File: config.mk
export PLATFORM = sky130hd
export DESIGN_NAME = uart_rx_fifo
export DESIGN_NICKNAME = d
export VERILOG_FILES = /design/src/rtl/uart_rx_fifo.sv
export SDC_FILE = /design/constraint.sdc
export NUM_CORES = 1
export LEC_CHECK = 0
export CORE_ASPECT_RATIO = 1.1
export CORE_UTILIZATION = 45
export CTS_BUF_LIST = sky130_fd_sc_hd__clkbuf_16
export DETAILED_ROUTE_END_ITERATION = 7
export GPL_TIMING_DRIVEN = 1
export SETUP_SLACK_MARGIN = 0.05
export SYNTH_ARGS = -nofsm -noshare
export SYNTH_HDL_FRONTEND = slang
export SYNTH_SLANG_ARGS = --single-unit
File: constraint.sdc
create_clock -name clk -period 8.4 [get_ports clk]
set_clock_uncertainty 0.05 [all_clocks]
set_input_delay 0.84 -clock clk [delete_from_list [all_inputs] [get_ports clk]]
set_output_delay 0.84 -clock clk [all_outputs]
set_load 0.005 [all_outputs]
File: src/rtl/uart_rx_fifo.sv
// Purpose : receive-side FWFT buffer between rx_asm and the host; holds {error,data} words.
// Latency : a word written at edge N is presented (out_valid=1) right after edge N.
// Backpres: none toward rx_asm (words arriving while full are dropped and flagged);
//           host side is valid/ready.
//
// Ports
//   clk, rst_n             clock (rising edge) and async active-low reset
//   in_valid/in_data/in_error   single-cycle word strobe from rx_asm
//   out_valid/out_ready/out_data/out_error   first-word-fall-through host stream
//   count/full/empty       fill level (count held in its own register)
//   overflow/clr_overflow  sticky drop flag and its clear pulse
//   ovf_count              dropped-word counter
//
// Build option: define UART_RX_FIFO_OVF_CNT_EN to build an 8-bit saturating
// dropped-word counter on ovf_count. Without it, ovf_count is tied to zero.
module uart_rx_fifo #(
    parameter int DATA_WIDTH = 16,
    parameter int DEPTH      = 8,
    localparam int AW        = $clog2(DEPTH)
) (
    input  logic                  clk,
    input  logic                  rst_n,
    input  logic                  in_valid,
    input  logic [DATA_WIDTH-1:0] in_data,
    input  logic                  in_error,
    output logic                  out_valid,
    input  logic                  out_ready,
    output logic [DATA_WIDTH-1:0] out_data,
    output logic                  out_error,
    output logic [AW:0]           count,
    output logic                  full,
    output logic                  empty,
    output logic                  overflow,
    input  logic                  clr_overflow,
    output logic [7:0]            ovf_count
);

    // Storage: bit DATA_WIDTH holds the error flag, the rest holds the data.
    logic [DATA_WIDTH:0] mem [DEPTH];

    logic [AW-1:0] wr_ptr;
    logic [AW-1:0] rd_ptr;
    logic [AW:0]   count_nxt;

    logic pop;
    logic wr_en;
    logic drop;

    // out_ready while empty is ignored because out_valid gates the pop.
    assign out_valid = !empty;
    assign pop       = out_valid && out_ready;

    // A pop in the same cycle frees the head slot, so a full FIFO still
    // accepts the incoming word without a drop.
    assign wr_en = in_valid && (!full || pop);
    assign drop  = in_valid && full && !pop;

    // Outputs read as zero while empty, even though the array is not reset.
    always_comb begin
        out_data  = '0;
        out_error = 1'b0;
        if (!empty) begin
            out_data  = mem[rd_ptr][DATA_WIDTH-1:0];
            out_error = mem[rd_ptr][DATA_WIDTH];
        end
    end

    // Storage array is deliberately left out of reset.
    always_ff @(posedge clk) begin
        if (wr_en) begin
            mem[wr_ptr] <= {in_error, in_data};
        end
    end

    always_ff @(posedge clk or negedge rst_n) begin
        if (!rst_n) begin
            wr_ptr <= '0;
        end else if (wr_en) begin
            wr_ptr <= (wr_ptr == AW'(DEPTH - 1)) ? '0 : wr_ptr + 1'b1;
        end
    end

    always_ff @(posedge clk or negedge rst_n) begin
        if (!rst_n) begin
            rd_ptr <= '0;
        end else if (pop) begin
            rd_ptr <= (rd_ptr == AW'(DEPTH - 1)) ? '0 : rd_ptr + 1'b1;
        end
    end

    // Write and pop together leave the level unchanged.
    always_comb begin
        count_nxt = count;
        if (wr_en && !pop) begin
            count_nxt = count + 1'b1;
        end else if (pop && !wr_en) begin
            count_nxt = count - 1'b1;
        end
    end

    // full/empty are registered from the next count, so they line up with count.
    always_ff @(posedge clk or negedge rst_n) begin
        if (!rst_n) begin
            count <= '0;
            full  <= 1'b0;
            empty <= 1'b1;
        end else begin
            count <= count_nxt;
            full  <= (count_nxt == (AW+1)'(DEPTH));
            empty <= (count_nxt == '0);
        end
    end

    // A drop in the same cycle as a clear wins, so no drop goes unreported.
    always_ff @(posedge clk or negedge rst_n) begin
        if (!rst_n) begin
            overflow <= 1'b0;
        end else if (drop) begin
            overflow <= 1'b1;
        end else if (clr_overflow) begin
            overflow <= 1'b0;
        end
    end

`ifdef UART_RX_FIFO_OVF_CNT_EN
    // Saturates at 255. Only reset clears it; clr_overflow has no effect.
    always_ff @(posedge clk or negedge rst_n) begin
        if (!rst_n) begin
            ovf_count <= '0;
        end else if (drop && (ovf_count != 8'hFF)) begin
            ovf_count <= ovf_count + 8'd1;
        end
    end
`else
    assign ovf_count = 8'd0;
`endif

endmodule

=== Word-level counts from Yosys, hierarchy flattened ===
Memories as Yosys holds them, arrays and structs flattened.
Cells that the tools add are included.

* Bits in registers: 13
* Bits in writable memories: 136
* Bits of input ports: 22
* Output and inout bits: 33
* Word-level logic and storage cells: 37
* Memories: 1

{| class="wikitable"
|+ Memories
! name !! words !! width !! rd ports !! clocked after Yosys merged registers in !! wr ports !! line !! text
|-
| mem || 8 || 17 || 1 || 0 || 1 || 39 || <nowiki>logic [DATA_WIDTH:0] mem [DEPTH];</nowiki>
|}

* Add/sub/neg operators: 4
* Eq/ne operators: 3
* Mux-type cells: 10
* Reductions and logical operators: 13

{| class="wikitable"
|+ Operators with widths
! kind !! number
|-
| 16-bit two-way mux || 1
|-
| 4-bit two-way mux || 2
|-
| 3-bit by 1-bit adder with 3-bit output (second input constant) || 2
|-
| 3-bit == test (second input constant) || 2
|-
| 1-bit logical AND || 6
|-
| 3-bit two-way mux || 2
|-
| 1-bit two-way mux || 5
|-
| 4-bit by 1-bit adder with 4-bit output (second input constant) || 1
|-
| 4-bit == test (second input constant) || 1
|-
| 1-bit logical NOT || 4
|-
| 4-bit logical NOT || 1
|-
| 4-bit by 1-bit subtractor with 4-bit output (second input constant) || 1
|-
| 2-bit nonzero test || 1
|-
| 1-bit logical OR || 1
|}

=== Logic depth before layout (Yosys ltp) ===
* Depth in word-level cells: 9
* Gate-level depth with buffers: 6
* Mapped depth without buffers: 6

=== Worst setup path before layout ===
Ideal clock, no wire load.

* Path kind: input-to-reg
* Start point: input port out_ready
* End point: memory mem[0][0] in the netlist's numbering (enable)
* Arrival time: 2.947 ns
* Required time: 7.915 ns
* Setup slack: 4.968 ns
* Stages: 5
* Buffers on the path: 1
* Path through: nand2b_1 -> buf_2 -> nand2_1 -> nand2_1 -> nor4_1

* Word-level cells in the longest chain between the ends: 5

{| class="wikitable"
|+ RTL lines
! what !! line !! text
|-
| from (decl) || 27 || <nowiki>input logic out_ready,</nowiki>
|-
| 1-bit logical AND || 51 || <nowiki>assign pop = out_valid && out_ready;</nowiki>
|-
| 1-bit logical OR || 55 || <nowiki>assign wr_en = in_valid && (!full || pop);</nowiki>
|-
| 1-bit logical AND || 55 ||
|-
| 1-bit two-way mux || 70 || <nowiki>if (wr_en) begin</nowiki>
|-
| 1-bit two-way mux (implied by the code) || 71 || <nowiki>mem[wr_ptr] <= {in_error, in_data};</nowiki>
|-
| to (decl) || 39 ||
|}

Every way passes these cells.

=== Worst setup path in the final report ===
* Start point: register rd_ptr[0]
* End point: output port out_data[10]

* Word-level cells in the longest chain between the ends: 2

{| class="wikitable"
|+ RTL lines
! what !! line !! text
|-
| from (decl) || 42 || <nowiki>logic [AW-1:0] rd_ptr;</nowiki>
|-
| from (signal assigned) || 87 || <nowiki>rd_ptr <= (rd_ptr == AW'(DEPTH - 1)) ? '0 : rd_ptr + 1'b1;</nowiki>
|-
| memory 8 x 17 bit || - ||
|-
| 16-bit two-way mux || 62 || <nowiki>if (!empty) begin</nowiki>
|-
| to (decl) || 28 || <nowiki>output logic [DATA_WIDTH-1:0] out_data,</nowiki>
|}

Every way passes these cells.

==> impl_metrics.yaml <==
outcome:
  run_status: "complete, but fails checks"
  failed_checks: "design-rule violations"
clock_network:
  root_buffer_cell: "sky130_fd_sc_hd__clkbuf_16"
  cts-root-to-sink-buffers: 2
  tritoncts: "built"
  clock_latency_on_the_worst_skew_pair_ns: 0.41
  cts_made_buffers: 17
  cts_hold_repair.buffers: 0
  post_cts_buffers: 0
  cts.sinks: 149
  cts_repair_resize_count: 0
  htree_levels: 4
  path_clk_slew_ns: 0.06
pwr:
  power_density_nw_per_um2: 346.3
  static-leakage-power_uw: 0.002426
  vdd_drop_max_mv: 0.1474
  finalPower_uw: 2487
setup_path:
  critical_path.cell_chain: "buf_4 > mux4_2 > mux2i_1 > nor2_1 > clkdlybuf4s50_1"
  timing_worst_setup_path_type: "flop to output port"
  worstSetupStartpointType: "flop"
  critical_path.max_fanout: 26
  critical-path-slowest-cell: "sky130_fd_sc_hd__dfrtp_2"
  worstPathBufferInverterCount: 2
  cpLargestDelayFamily: "buffers and inverters"
  critical_path.endpoint_type: "output port"
  critical_path.reg2reg.startpoint: "empty"
  regToRegSetupSlack_ns: 5.77
  cpPeakStageDelay_ns: 0.59
  critical_register_to_register_path_endpoint: "mem[4][2]"
  cp_data_arrival_time_ns: 2.82
  required_ns: 7.51
  ff2ff_path_depth: 5
sta:
  tns_ns: 0
  fmaxAchievable_ghz: 0.2695
  setup-violations-final: 0
  final_min_period_over_clock_period_pct: 44.18
  final_critical_path_setup_slack_ns: 4.689
  hold_ws_ns: 0.5078
  period_needed_ns: 3.711
  worst-slew-pin-transition_ns: 0.6286
  timing_max_transition_violations_final: 0
  report.final.hold_viol_count: 0
  slew_headroom_pct: 58.09
  setup_repair_after_global_routing_missed_its_margin: "false"
placement:
  hpwl_um: 5992
  dp_slack_ns: 5.028
  placed_area_um2: 6656
  buffer_ports.inserted: 46
  globalplace.congestion: 0.7273
route:
  totalWireLength_um: 10840
  routed-via-count: 2910
  wl_per_cell_um: 20.22
  dr.first_iter.drc_count: 88
  via_per_inst: 5.429
  final_antenna_net_count: 0
  first_pass_iters: 8
  drc: 1
worst_hold_path:
  worstHoldEndpoint: "overflow"
  hold_start: "overflow"
  hold_class: "flop to flop"
  min_delay_path_depth: 2
logic_synthesis:
  ys_warn_count: 0
  synth_sequential_area_ratio_pct: 73.56
  ys_async_sr_fraction_pct: 8.725
  synth_cell_type_count: 36
  ys_ff_latch: 149
  post_synthesis_mean_instance_area_um2: 19.59
  mappedNetlistArea_um2: 5996
  synthesis.instances: 306
  synth_ff_type: "sky130_fd_sc_hd__edfxtp_1"
  synth-edff-count: 136
final_layout:
  summed_area_of_non_filler_cells_in_the_final_layout_um2: 7181
  drive_above_1_share_pct: 22.69
  areaGrowthSynthToFinish_pct: 19.76
  final_nets: 395
  insertedDiodeCount: 0
die:
  io_pins: 55
  die_area_um2: 13790
  start_util_pct: 46.82
  die_x_um: 112.1
  fp.coreArea_um2: 12800
  fp_rows: 43
  die_height_um: 123.1
global_route:
  grt_use_total_pct: 17.38
  grt_max_degree: 37
  grt_pass1_wl_um: 16800
  globalRouteOverflowTotal: 0
  antenna_violations_before_repair: 0
  first_global_vias: 2988
job:
  drv.max_cap_violation_count: 0
==> cells in the mapped netlist, drive strengths merged, types with 3 or more instances <==
| master | number | share of area (%) |
|---|---|---|
| ha | 6 | 1.3 |
| nor2 | 24 | 1.5 |
| inv | 4 | 0.25 |
| nand3 | 4 | 0.33 |
| mux2 | 3 | 0.56 |
| nand2b | 4 | 0.42 |
| nand2 | 9 | 0.56 |
| mux2i | 18 | 3.0 |
| edfxtp | 136 | 68 |
| nor3 | 7 | 0.58 |
| dfrtp | 12 | 5.0 |
| mux4 | 34 | 13 |
| clkbuf | 3 | 0.19 |
| buf | 19 | 2.0 |
==> state kept, by name (all words and copies together) (netlist names) <==
| register | cells |
|---|---|
| rd_ptr | 3 |
| wr_ptr | 3 |
| count | 4 |
| overflow | 1 |
| empty | 1 |
| mem | 136 |
| full | 1 |
==> area by class of cell <==
cell class                 instances  area [um^2]
timing repair buffer              57        543.0
clock inverter                    14        98.84
multi-input combinational        138         1490
inverter                           4        15.01
sequential                       149         4412
fill                            1019         5624
clock buffer                      17        425.4
tap                              157        196.4
==> power breakdown <==
group	internal (uW)	switching (uW)
clock	397	271
sequential	947	86.2
combinational	437	350
total	1780	707
==> worst max-delay path by stage <==
stage	cells past startpoint	end	slack, ns	from
6_report	5	out_data[10]	4.69	rd_ptr[0]
5_1_grt	5	out_data[12]	4.45	rd_ptr[0]
3_3_place_gp	5	out_data[15]	5.02	rd_ptr[0]
4_1_cts	5	out_data[15]	4.58	rd_ptr[0]
2_1_floorplan	5	mem[0][0]	4.97	out_ready
3_5_place_dp	5	out_data[15]	5.03	rd_ptr[0]
==> stage by stage <==
step | util (%) | instances
after detailed placement | 51.98 | 505
after CTS | 56.08 | 536
final | 56.08 | 536
after floorplan | - | 313
after global placement | 51.98 | 505
after global routing | 56.08 | 536
==> layout by cell type, fill, tap and decap left out, drive strengths merged, types with 2 or more instances in the layout <==
master         instances
a211oi                 2
a21o                   2
buf                   11
clkbuf                17
clkdlybuf4s50         46
clkinv                 7
clkinvlp               3
conb                   8
dfrtp                 12
edfxtp               136
ha                     6
inv                    7
mux2                   3
mux2i                 18
mux4                  34
nand2                  9
nand2b                 4
nand3                  4
nor2                  24
nor2b                  2
nor3                   7
nor4                   2
o21ai                  2
xnor2                  2
==> per-layer routing <==
metal | vias up | GRT usage (%) | wire (um)
li1 | 1328 | - | -
met1 | 1518 | 21.83 | 4852
met2 | 58 | 28.96 | 5595
met3 | 6 | 5.049 | 318
met4 | 0 | 6.500 | 69
met5 | - | 0 | 0
==> kinds of logic (layout without fill, tap and decap cells) <==
group	count (synthesis)	after routing	synth area share (%)
compound gates	10	10	1.252
buf+inv	26	92	2.462
mux	55	55	16.34
xor+xnor	2	2	0.2922
other cells	1	8	0.06254
fa+ha+maj	6	6	1.252
flops	149	149	73.56
simple gates	57	57	4.779
==> tightest hold or removal path, stage by stage, from the launching register on <==
cell and delay, ns:
sky130_fd_sc_hd__dfrtp_1 0.38, sky130_fd_sc_hd__inv_1 0.06, sky130_fd_sc_hd__o21ai_0 0.07
Note: power is estimated with default switching activity, not from simulation.
